===== config.mk =====
export PLATFORM = sky130hd
export DESIGN_NAME = fp32_to_int_seq
export DESIGN_NICKNAME = d
export VERILOG_FILES = /design/src/rtl/fp_pkg.sv /design/src/rtl/negate_32bit.sv /design/src/rtl/fp32_to_int_seq.sv
export SDC_FILE = /design/constraint.sdc
export NUM_CORES = 1
export LEC_CHECK = 0
export ABC_AREA = 1
export CAP_MARGIN = 40
export CORE_ASPECT_RATIO = 0.8
export CORE_UTILIZATION = 40
export DETAILED_ROUTE_END_ITERATION = 8
export DONT_BUFFER_PORTS = 1
export GPL_ROUTABILITY_DRIVEN = 1
export SKIP_CTS_REPAIR_TIMING = 1
export SLEW_MARGIN = 15
export SYNTH_ARGS = -nofsm -noshare
export SYNTH_HDL_FRONTEND = slang
export SYNTH_SLANG_ARGS = --single-unit

===== constraint.sdc =====
create_clock -name clk -period 5.2 [get_ports clk]
set_input_delay 0.26 -clock clk [delete_from_list [all_inputs] [get_ports clk]]
set_output_delay 0.26 -clock clk [all_outputs]
set_load 0.01 [all_outputs]

===== src/rtl/fp_pkg.sv =====
// Shared FP32/INT32 constants and the converter state type.
package fp_pkg;

  localparam int unsigned FP_W     = 32;
  localparam int unsigned EXP_W    = 8;
  localparam int unsigned MANT_W   = 23;
  localparam int unsigned SIGN_POS = 31;
  localparam int unsigned EXP_MSB  = 30;
  localparam int unsigned EXP_LSB  = 23;

  localparam logic [EXP_W-1:0] EXP_BIAS = 8'd127;
  localparam logic [EXP_W-1:0] EXP_ALL1 = '1;

  localparam logic [31:0] INT32_MAX   = 32'h7FFF_FFFF;
  localparam logic [31:0] INT32_MIN   = 32'h8000_0000;
  localparam logic [31:0] FP_NEG_2P31 = 32'hCF00_0000;

  typedef enum logic [1:0] {
    IDLE,
    DECODE,
    SHIFT,
    FINISH
  } state_t;

endpackage


===== src/rtl/negate_32bit.sv =====
// Combinational two's-complement negation.
module negate_32bit (
  input  logic [31:0] in,
  output logic [31:0] out
);

  assign out = ~in + 32'd1;

endmodule


===== src/rtl/fp32_to_int_seq.sv =====
// Sequential FP32 -> INT32 converter: truncating, saturating, one shift per cycle.
module fp32_to_int_seq
  import fp_pkg::*;
(
  input  logic        clk,
  input  logic        rst,
  input  logic        start,
  input  logic [31:0] fp_in,
  output logic        busy,
  output logic        done,
  output logic [31:0] int_out,
  output logic        overflow,
  output logic        invalid
);

  state_t state, state_nxt;

  logic [FP_W-1:0]   op_q;
  logic [31:0]       mag_q;
  logic              sign_q;
  logic              left_q;
  logic              sat_q;
  logic              ovf_q;
  logic              inv_q;
  logic [4:0]        cnt_q;

  logic [EXP_W-1:0]  exp_f;
  logic [MANT_W-1:0] mant_f;
  logic signed [8:0] e_unb;

  logic [31:0]       dec_mag;
  logic              dec_sat;
  logic              dec_ovf;
  logic              dec_inv;
  logic              dec_left;
  logic [4:0]        dec_k;

  logic [31:0]       neg_mag;

  assign exp_f  = op_q[EXP_MSB:EXP_LSB];
  assign mant_f = op_q[MANT_W-1:0];
  assign e_unb  = $signed({1'b0, exp_f}) - $signed({1'b0, EXP_BIAS});

  // dec_sat marks results that are already final and bypass sign application.
  always_comb begin
    dec_mag  = {8'b0, 1'b1, mant_f};
    dec_sat  = 1'b0;
    dec_ovf  = 1'b0;
    dec_inv  = 1'b0;
    dec_left = 1'b0;
    dec_k    = '0;
    if (exp_f == EXP_ALL1) begin
      dec_sat = 1'b1;
      if (mant_f != '0) begin
        dec_mag = INT32_MIN;
        dec_inv = 1'b1;
      end else begin
        dec_mag = op_q[SIGN_POS] ? INT32_MIN : INT32_MAX;
        dec_ovf = 1'b1;
      end
    end else if (e_unb < 9'sd0) begin
      dec_mag = '0;
      dec_sat = 1'b1;
    end else if (e_unb > 9'sd30) begin
      dec_sat = 1'b1;
      if (op_q == FP_NEG_2P31) begin
        dec_mag = INT32_MIN;
      end else begin
        dec_mag = op_q[SIGN_POS] ? INT32_MIN : INT32_MAX;
        dec_ovf = 1'b1;
      end
    end else if (e_unb > 9'sd22) begin
      // E is 0..30 here, so 5-bit modular differences are exact.
      dec_left = 1'b1;
      dec_k    = e_unb[4:0] - 5'd23;
    end else begin
      dec_k    = 5'd23 - e_unb[4:0];
    end
  end

  negate_32bit u_negate (
    .in  (mag_q),
    .out (neg_mag)
  );

  always_ff @(posedge clk or posedge rst) begin
    if (rst) begin
      state <= IDLE;
    end else begin
      state <= state_nxt;
    end
  end

  always_comb begin
    state_nxt = state;
    unique case (state)
      IDLE:    if (start) state_nxt = DECODE;
      DECODE:  state_nxt = (dec_k != '0) ? SHIFT : FINISH;
      SHIFT:   if (cnt_q == 5'd1) state_nxt = FINISH;
      FINISH:  state_nxt = IDLE;
      default: state_nxt = IDLE;
    endcase
  end

  always_ff @(posedge clk or posedge rst) begin
    if (rst) begin
      op_q     <= '0;
      mag_q    <= '0;
      sign_q   <= 1'b0;
      left_q   <= 1'b0;
      sat_q    <= 1'b0;
      ovf_q    <= 1'b0;
      inv_q    <= 1'b0;
      cnt_q    <= '0;
      busy     <= 1'b0;
      done     <= 1'b0;
      int_out  <= '0;
      overflow <= 1'b0;
      invalid  <= 1'b0;
    end else begin
      done <= 1'b0;
      unique case (state)
        IDLE: begin
          if (start) begin
            op_q <= fp_in;
            busy <= 1'b1;
          end
        end
        DECODE: begin
          mag_q  <= dec_mag;
          sign_q <= op_q[SIGN_POS];
          left_q <= dec_left;
          sat_q  <= dec_sat;
          ovf_q  <= dec_ovf;
          inv_q  <= dec_inv;
          cnt_q  <= dec_k;
        end
        SHIFT: begin
          mag_q <= left_q ? (mag_q << 1) : (mag_q >> 1);
          cnt_q <= cnt_q - 5'd1;
        end
        FINISH: begin
          int_out  <= (sat_q || !sign_q) ? mag_q : neg_mag;
          overflow <= ovf_q;
          invalid  <= inv_q;
          done     <= 1'b1;
          busy     <= 1'b0;
        end
        default: ;
      endcase
    end
  end

endmodule


# --- Word-level counts from Yosys, hierarchy flattened ---
# Cells that the tools add are included.
op_classes:
  n_addsub: 5
  magnitude_cmp: 3
  eq_ne: 8
  mux: 35
  bitwise_logic: 1
  reduce_logical: 10
op_table:
  columns: ["op", "count"]
  rows:
  - ["32-bit 2-to-1 mux", 8]
  - ["32-bit one-hot mux with 2 select lines", 1]
  - ["32-bit by 1-bit adder with 32-bit output (second input constant)", 1]
  - ["32-bit == test (second input constant)", 1]
  - ["32-bit NOT", 1]
  - ["23-bit nonzero test", 1]
  - ["5-bit 2-to-1 mux", 4]
  - ["9-bit by 6-bit > comparator with 1-bit output (second input constant)", 2]
  - ["1-bit 2-to-1 mux", 17]
  - ["5-bit one-hot mux with 2 select lines", 1]
  - ["9-bit by 1-bit < comparator with 1-bit output (second input constant)", 1]
  - ["8-bit by 7-bit subtractor with 9-bit output (second input constant)", 1]
  - ["8-bit == test (second input constant)", 1]
  - ["2-bit one-hot mux with 4 select lines", 1]
  - ["2-bit AND reduction", 3]
  - ["5-bit by 1-bit == test with 1-bit output (second input constant)", 1]
  - ["5-bit nonzero test", 1]
  - ["5-bit by 1-bit subtractor with 5-bit output (second input constant)", 1]
  - ["5-bit subtractor (first input constant)", 1]
  - ["5-bit subtractor (second input constant)", 1]
  - ["2-bit == test (second input constant)", 2]
  - ["2-bit 2-to-1 mux", 2]
  - ["2-bit != test (second input constant)", 2]
  - ["2-bit nonzero test", 2]
  - ["5 further kinds", 5]
totals:
  register_bits: 112
  input_bits: 35
  out_inout_bits: 36
  elab_cells: 76

# --- Longest topological paths before layout ---
# Gate-level depths: netlist of run 1.
depth:
  ltp_word: 9
  depth_mapped: 18
  ltp_nobuf: 18

# --- Modules after synthesis ---
# A second synthesis of run 1 with hierarchy kept.
hier_totals:
  hier_cells: 924
  area_unflattened_um2: 6597.6
by_module_without_submodules:
  columns: ["mod", "n_inst", "cells_per_inst", "area_per_inst_um2", "seq_area_each_um2"]
  rows:
  - ["fp32_to_int_seq", 1, 737, 5688.0, 2802.7]
  - ["negate_32bit", 1, 187, 909.6, 0.0]

# --- Worst setup path after synthesis of run 1 ---
# OpenSTA, ideal clock, no wires.
synth_path:
  path_kind: "register -> register"
  start: "reg op_q[23]"
  end: "reg state[0]"
  setup_time_ps: 71
  arrival_time_ps: 1927
  required_ps: 5129
  slack_ps: 3201
  path_stages_with_launch: 16
  n_path_buf: 2
  synth_period_minus_slack_ps: 1999
  path_cell_list: "dfrtp_1 buf_4 inv_1 ha_1 inv_1 nand3_1 nor2_1 nand2_1 nand2_4 buf_6 inv_4 a211oi_2 nand2_1 nor2_1 nor2_1 nor2_1"
synth_between:
  elab_chain_len: 9
  elab_cells_between_ends: 14
  cone_classes: "3 x add/sub; 3 x order compare; 1 x eq/ne; 6 x mux; 1 x reduce/logical"
synth_lines:
  columns: ["item", "line", "source"]
  rows:
  - ["start: declaration", "fp32_to_int_seq.sv:18", "logic [FP_W-1:0] op_q;"]
  - ["start signal: assignment", "fp32_to_int_seq.sv:125", "op_q <= fp_in;"]
  - ["8-bit by 7-bit subtractor with 9-bit output", "fp32_to_int_seq.sv:42", "assign e_unb = $signed({1'b0, exp_f}) - $signed({1'b0, EXP_BIAS});"]
  - ["9-bit by 6-bit > comparator with 1-bit output (tied with other cells)", "fp32_to_int_seq.sv:72", "end else if (e_unb > 9'sd22) begin"]
  - ["5-bit 2-to-1 mux", "fp32_to_int_seq.sv:72", null]
  - ["5-bit 2-to-1 mux", "fp32_to_int_seq.sv:64", "end else if (e_unb > 9'sd30) begin"]
  - ["5-bit 2-to-1 mux", "fp32_to_int_seq.sv:61", "end else if (e_unb < 9'sd0) begin"]
  - ["5-bit 2-to-1 mux *", "fp32_to_int_seq.sv:52", "if (exp_f == EXP_ALL1) begin"]
  - ["5-bit nonzero test *", "fp32_to_int_seq.sv:98", "DECODE: state_nxt = (dec_k != '0) ? SHIFT : FINISH;"]
  - ["1-bit 2-to-1 mux *", "fp32_to_int_seq.sv:98", null]
  - ["2-bit one-hot mux with 4 select lines *", "fp32_to_int_seq.sv:96", "unique case (state)"]
  - ["end signal: assignment", "fp32_to_int_seq.sv:90", "state <= state_nxt;"]
  - ["end: declaration", "fp32_to_int_seq.sv:16", "state_t state, state_nxt;"]
# Every way passes the cells marked *; elsewhere a longest branch is shown, timed or not.
# A chain may end at the register's enable or synchronous reset.

# --- Worst setup path after layout of run 1 ---
layout_path:
  start: "reg state[0]"
  end: "reg mag_q[14]"
layout_between:
  elab_chain_len: 2
  elab_cells_between_ends: 4
  cone_classes: "2 x eq/ne; 1 x mux; 1 x reduce/logical"
layout_lines:
  columns: ["item", "line", "source"]
  rows:
  - ["2-bit == test or 2-bit by 1-bit == test with 1-bit output (tied branches)", "fp32_to_int_seq.sv:122", "unique case (state)"]
  - ["32-bit one-hot mux with 2 select lines or 2-bit nonzero test (tied branches)", null, null]
  - ["end signal: assignment", "fp32_to_int_seq.sv:130", "mag_q <= dec_mag;"]
  - ["end signal: assignment", "fp32_to_int_seq.sv:139", "mag_q <= left_q ? (mag_q << 1) : (mag_q >> 1);"]
  - ["end: declaration", "fp32_to_int_seq.sv:19", "logic [31:0] mag_q;"]
# Parallel ways exist; a longest one is shown, timed or not.

==> results.json, run 1 <==
{
  "vias": 5366,
  "synth_top_area_share": 0.437,
  "core_area_um2": 15700,
  "synth.top_cells.by_area": "dfrtp_1, nand2_1, nor2_1",
  "period_needed_ns": 2.84,
  "grt_max_degree": 63,
  "wl_um": 16300,
  "grt_pass1_wl_um": 26700,
  "startpoint_type": "flip-flop",
  "syn2layout_area_growth_pct": 7.99,
  "pin_count": 71,
  "grt_pass1_vias": 4845,
  "crit_slowest_cell": "clkinv_1",
  "synth_area_leader_cell": "dfrtp_1",
  "final_layout_size_suffix_gt1_frac": 0.0887,
  "yosys_most_used_dff": "dfrtp_1",
  "clk_pin_slew_worst_paths_ns": 0.07,
  "fin_skew_ns": 0.00750,
  "path_class": "reg2reg",
  "diodes": 0,
  "worst_setup_path_end_kind": "flip-flop",
  "path_delay_family": "buffers and inverters",
  "async_flop_share": 1.00,
  "initial_core_util": 0.408,
  "crit_required_ns": 5.43,
  "total_leakage_power_nw": 3.19,
  "timing.final.ws_setup_ns": 2.36,
  "power_density_nw_per_um2": 729,
  "final_cells": 1038,
  "finalHoldViolations": 0,
  "nets": 864,
  "grt_use_total": 0.210,
  "postSynthCellCount": 840,
  "synth_cell_types": 42,
  "rsz0062_at_grt": "no",
  "cpMostUsedCell": "a21oi_1",
  "dpl.hpwl_um": 11500,
  "maxSlewViolCount": 0,
  "hold_path.class": "in2reg",
  "setup_tns_ns": 0,
  "path_cells": "inv_1 -> ha_1 -> buf_4 -> clkinv_1 -> a21oi_1 -> a21oi_1",
  "port_buffers": 0,
  "grt_overflow": 0,
  "slowest_delay_ns": 0.79,
  "ys_ff_latch": 112,
  "numCtsBuffers": 9,
  "finalSetupViolCount": 0,
  "critPathMaxFanout": 50,
  "hold_ws_ns": 0.0106,
  "status": "finished, final reports clean",
  "rows": 41,
  "root_buffer": "clkbuf_16",
  "place_inst": 1021,
  "syn_nets": 886,
  "synth_edf_count": 0,
  "fmax_ghz": 0.352,
  "die_w_um": 144,
  "relSlewSlack": 0.481,
  "die_area_um2": 16600,
  "yosysWarningCount": 0,
  "ir_worst_vdd_v": 0.000247,
  "max_cap_violations": 0,
  "routedWlPerCell_um": 15.7,
  "clk_path_buf_depth": 2,
  "fin_crit_sh": 0.546,
  "htreeDepth": 3,
  "place_congestion": 0.822,
  "fp.dieH_um": 115,
  "ant_nets": 0,
  "drtIter0Drc": 541,
  "ys_seq_area_frac": 0.437,
  "cts.sinks": 112,
  "worstPathBufferInverterCount": 3,
  "antenna_found_initial": 0,
  "viasPerCell": 5.17,
  "netlist_area_um2": 6420,
  "worstPathArrival_ns": 3.07,
  "dp_slack_ns": 2.46,
  "tightest_slew_ns": 0.778,
  "synth_area_per_cell_um2": 7.64,
  "drc": 0,
  "drt_pass1_iterations": 5,
  "clock_latency_ns": 0.36,
  "cts_tree": "done"
}
-- metal layers --
| layer | part of all wire | wire length, um | up-vias | global-route usage |
|---|---|---|---|---|
| met5 | 0 | 0 | - | 0 |
| met4 | 0.0070 | 114 | 0 | 0.0468 |
| met3 | 0.074 | 1220 | 9 | 0.0508 |
| met2 | 0.35 | 5790 | 183 | 0.252 |
| met1 | 0.56 | 9210 | 2451 | 0.357 |
| li1 | - | - | 2723 | - |
-- cells in the mapped netlist (3+ instances only) --
cell type and instances:
clkbuf_1 33, ha_1 11, a21oi_2 10, inv_1 62
o21ai_0 68, a21oi_1 51, nor3_1 3, dfrtp_1 112
nand3_1 48, o21ai_1 3, buf_2 4, buf_4 4
nor2_2 3, buf_6 3, nand4_1 6, nor2_1 98
xor2_1 20, o211ai_2 13, nand2_2 7, a31oi_1 15
nand2_1 222, o31ai_1 3, nand3b_1 3, o211ai_1 14
nor3_2 3
-- cell type report --
type | instances | area (um2)
inverters | 66 | 253
flip-flops and latches | 112 | 2800
repair buffers | 12 | 130
multi-input cells | 617 | 3160
clock inverters | 5 | 80.1
clock buffers | 11 | 243
fillers | 1619 | 8820
well taps | 215 | 269
-- path summary, 6_finish.rpt --
kind                                start   endpoint  slack, ns  depth (start not counted)
worst max-delay path             state[0]  mag_q[14]       2.36                          6
worst min-delay path            fp_in[24]   op_q[24]       0.01                          2
worst max register to register   state[0]  mag_q[14]       2.36                          6
worst min register to register   op_q[14]   op_q[14]       0.51                          2
max in group asynchronous             rst   op_q[24]       3.51                          3
min in group asynchronous             rst       busy       0.52                          2
-- power breakdown --
| part | internal [mW] | switching, mW | total, mW | leakage, nW |
|---|---|---|---|---|
| combinational | 0.868 | 1.54 | 2.41 | 1.68 |
| clock | 0.435 | 0.320 | 0.755 | 0.152 |
| sequential | 1.32 | 0.580 | 1.90 | 1.36 |
-- cell families (layout without fill, tap and decap cells) --
group	after synthesis	count (layout)	synth area share
AOI/OAI and AO/OA	184	184	0.180
buffers and inverters	111	94	0.0719
DFF	112	112	0.437
xor gates and xnor gates	22	22	0.0300
adders and majority gates	11	11	0.0214
and+or+nand+nor	400	400	0.260
-- metrics by stage --
stage,instance area [um2],power (mW),utilization
after floorplan,6420,3.65,-
after global placement,6530,4.20,0.414
after detailed placement,6600,4.28,0.419
after CTS,6920,5.06,0.440
after global routing,6930,5.53,0.440
final,6930,5.06,0.440
-- registers in the layout (all words and copies together), names as in the netlist, 2 cells and up --
register / cells
mag_q: 32
cnt_q: 5
int_out: 32
op_q: 32
state: 2
-- worst reg2reg max path, cell delays in order, from the launching register on --
cell      delay, ns
dfrtp_1        0.42
inv_1          0.11
ha_1           0.29
buf_4          0.44
clkinv_1       0.82
a21oi_1        0.51
a21oi_1        0.12
-- placed cells by master, fill, tap and decap left out, types with 3 or more instances in the layout --
cell | netlist | routed
nand2_2 | 7 | 7
nor3_1 | 3 | 3
xor2_1 | 20 | 20
o21ai_0 | 68 | 68
o211ai_1 | 14 | 14
o31ai_1 | 3 | 3
ha_1 | 11 | 11
nor2_2 | 3 | 3
nor3_2 | 3 | 3
nand3_1 | 48 | 48
inv_1 | 62 | 61
a31oi_1 | 15 | 15
buf_4 | 4 | 6
a21oi_1 | 51 | 51
o211ai_2 | 13 | 13
o21ai_1 | 3 | 3
a21oi_2 | 10 | 10
nand3b_1 | 3 | 3
buf_8 | 0 | 5
nand4_1 | 6 | 6
nor2_1 | 98 | 98
nand2_1 | 222 | 222
clkbuf_16 | 0 | 9
dfrtp_1 | 112 | 112
(Power assumes the default switching activity.)
==> run 2, diff against run 1 <==
==> constraint.sdc (replaced) <==
create_clock -name clk -period 2.95 [get_ports clk]
set_input_delay 0.1475 -clock clk [delete_from_list [all_inputs] [get_ports clk]]
set_output_delay 0.1475 -clock clk [all_outputs]
set_load 0.01 [all_outputs]
==> run 2 against run 1 <==
  * Setup slack lost 1.9 ns
  * Count of clock-buffer cells in the layout grew 2
  * Via count grew 1.1%
  * First-iteration DRC count shrank 9.8%
  * Cell count grew 3.7%
  * Register-to-register slack lost 1.9 ns
  * Utilization grew 2.1 points
  * Combinational power grew 78%
  * Critical path type unchanged
==> results.json, run 2 (synthesized netlist as in run 1, its figures left out) <==
{
  "diodes": 0,
  "cpMostUsedCell": "inv_1",
  "grt_max_degree": 60,
  "fmax_ghz": 0.409,
  "grt_pass1_wl_um": 26500,
  "cts.sinks": 112,
  "finalSetupViolCount": 0,
  "relSlewSlack": 0.532,
  "hold_path.class": "in2reg",
  "nets": 902,
  "max_cap_violations": 0,
  "comb_power_share": 0.488,
  "dpl.hpwl_um": 11700,
  "maxSlewViolCount": 0,
  "critPathMaxFanout": 17,
  "drc": 0,
  "ir_worst_vdd_v": 0.000539,
  "crit_required_ns": 3.19,
  "hold_end": "busy",
  "syn2layout_area_growth_pct": 13.2,
  "drtIter0Drc": 488,
  "r2r_cells": 12,
  "total_leakage_power_nw": 3.34,
  "htreeDepth": 3,
  "hold_start": "start",
  "fin_crit_sh": 0.830,
  "period_needed_ns": 2.45,
  "numCtsBuffers": 9,
  "tightest_slew_ns": 0.696,
  "port_buffers": 0,
  "routedWlPerCell_um": 15.2,
  "worstHoldPathCells": 3,
  "fp.dieH_um": 115,
  "clock_latency_ns": 0.36,
  "final_layout_size_suffix_gt1_frac": 0.0906,
  "r2r_setup_slack_ns": 0.50,
  "p_switching_mw": 4.29,
  "rsz0062_at_grt": "no",
  "path_cells": "buf_4 -> inv_1 -> ha_1 -> inv_1 -> nand3_1 -> nor2_1 -> nand2_1 -> nand2_4 -> o31ai_4 -> buf_8 -> o211ai_1 -> a21oi_1",
  "pwr-share-seq": 0.376,
  "place_congestion": 0.843,
  "worstPathArrival_ns": 2.69,
  "fin_skew_ns": 0.00591,
  "final_common_cell": "nand2_1",
  "grt_overflow": 0,
  "r2r-start": "op_q[23]",
  "rows": 41,
  "p_sw_frac": 0.487,
  "r2r_end": "mag_q[16]",
  "die_area_um2": 16600,
  "ant_nets": 0,
  "layout_common_cells": "nand2_1, dfrtp_1, nor2_1",
  "grt_use_total": 0.208,
  "core_area_um2": 15700,
  "startpoint_type": "flip-flop",
  "slowest_delay_ns": 0.36,
  "grt_pass1_vias": 4805,
  "p_int_mw": 4.52,
  "viasPerCell": 5.04,
  "antenna_found_initial": 0,
  "drt_pass1_iterations": 5,
  "clk_path_buf_depth": 2,
  "final_cells": 1076,
  "crit_slowest_cell": "dfrtp_1",
  "largestRegisters": "int_out: 32 flops, mag_q: 32 flops, op_q: 32 flops",
  "status": "finished, final reports clean",
  "place_inst": 1027,
  "setup_tns_ns": 0,
  "worst_setup_path_end_kind": "flip-flop",
  "path_class": "reg2reg",
  "initial_core_util": 0.408,
  "finalHoldViolations": 0,
  "root_buffer": "clkbuf_16",
  "cts_tree": "done",
  "clockPowerShare": 0.136,
  "vias": 5425,
  "die_w_um": 144,
  "pin_count": 71,
  "power_density_nw_per_um2": 1210,
  "wl_um": 16300,
  "clk_pin_slew_worst_paths_ns": 0.07
}
## run 2: cell types whose count changed in the layout (fill, tap and decap cells not counted), moves of 2 or more
cell           previous run  this run
buf_8                     5         1
bufinv_16                 2         0
buf_4                     6        13
buf_12                    0         3
dlygate4sd3_1             1        33
## run 2: area by class of cell
class / instances / area, um2
Fill cell: 1584 / 8480
Multi-Input combinational cell: 617 / 3160
Sequential cell: 112 / 2800
Timing Repair Buffer: 50 / 503
Tap cell: 215 / 269
Clock buffer: 13 / 260
Inverter: 66 / 254
Clock inverter: 3 / 25.0
## run 2: power groups by stage
stage / clock (mW) / sequential (mW) / combinational, mW
global route: 1.28 / 3.43 / 4.96
CTS: 1.22 / 3.29 / 4.26
detailed placement: 0 / 3.31 / 4.23
floorplan: 0 / 2.98 / 3.46
global placement: 0 / 3.30 / 4.20
finish: 1.20 / 3.31 / 4.30
## run 2: how the worst max path moves through the flow
stage / start / end / slack [ns] / cells after the start
after detailed placement: op_q[23] / mag_q[16] / 0.50 / 12
after global routing: op_q[23] / state[0] / 0.31 / 16
after global placement: op_q[24] / mag_q[9] / 0.40 / 9
after floorplan: op_q[23] / state[0] / 0.95 / 15
after CTS: op_q[23] / mag_q[16] / 0.49 / 12
final: op_q[23] / mag_q[16] / 0.50 / 12
## run 2: through the flow
stage                     hold WS (ns)  area, um2  setup slack, ns  power, mW   util
after floorplan                  0.257       6420            0.951       6.44      -
after global placement           0.243       6620            0.402       7.50  0.420
after detailed placement       -0.0168       6650            0.497       7.54  0.422
after CTS                       -0.404       6940            0.491       8.77  0.441
after global routing            0.0533       7270            0.313       9.66  0.462
final                           0.0229       7270            0.502       8.81  0.462
## run 2: routing by layer
layer,global-route usage,share of wire
met2,0.249,0.35
met3,0.0479,0.066
met1,0.355,0.58
met4,0.0504,0.010
met5,0,0
## run 2: critical path, delay by kind of cell (launching register included)
family          cells  cell delay, ns
fa+ha+maj           1            0.31
flops               1            0.36
simple gates        4            0.65
compound gates      3            0.43
buf+inv             4            0.56
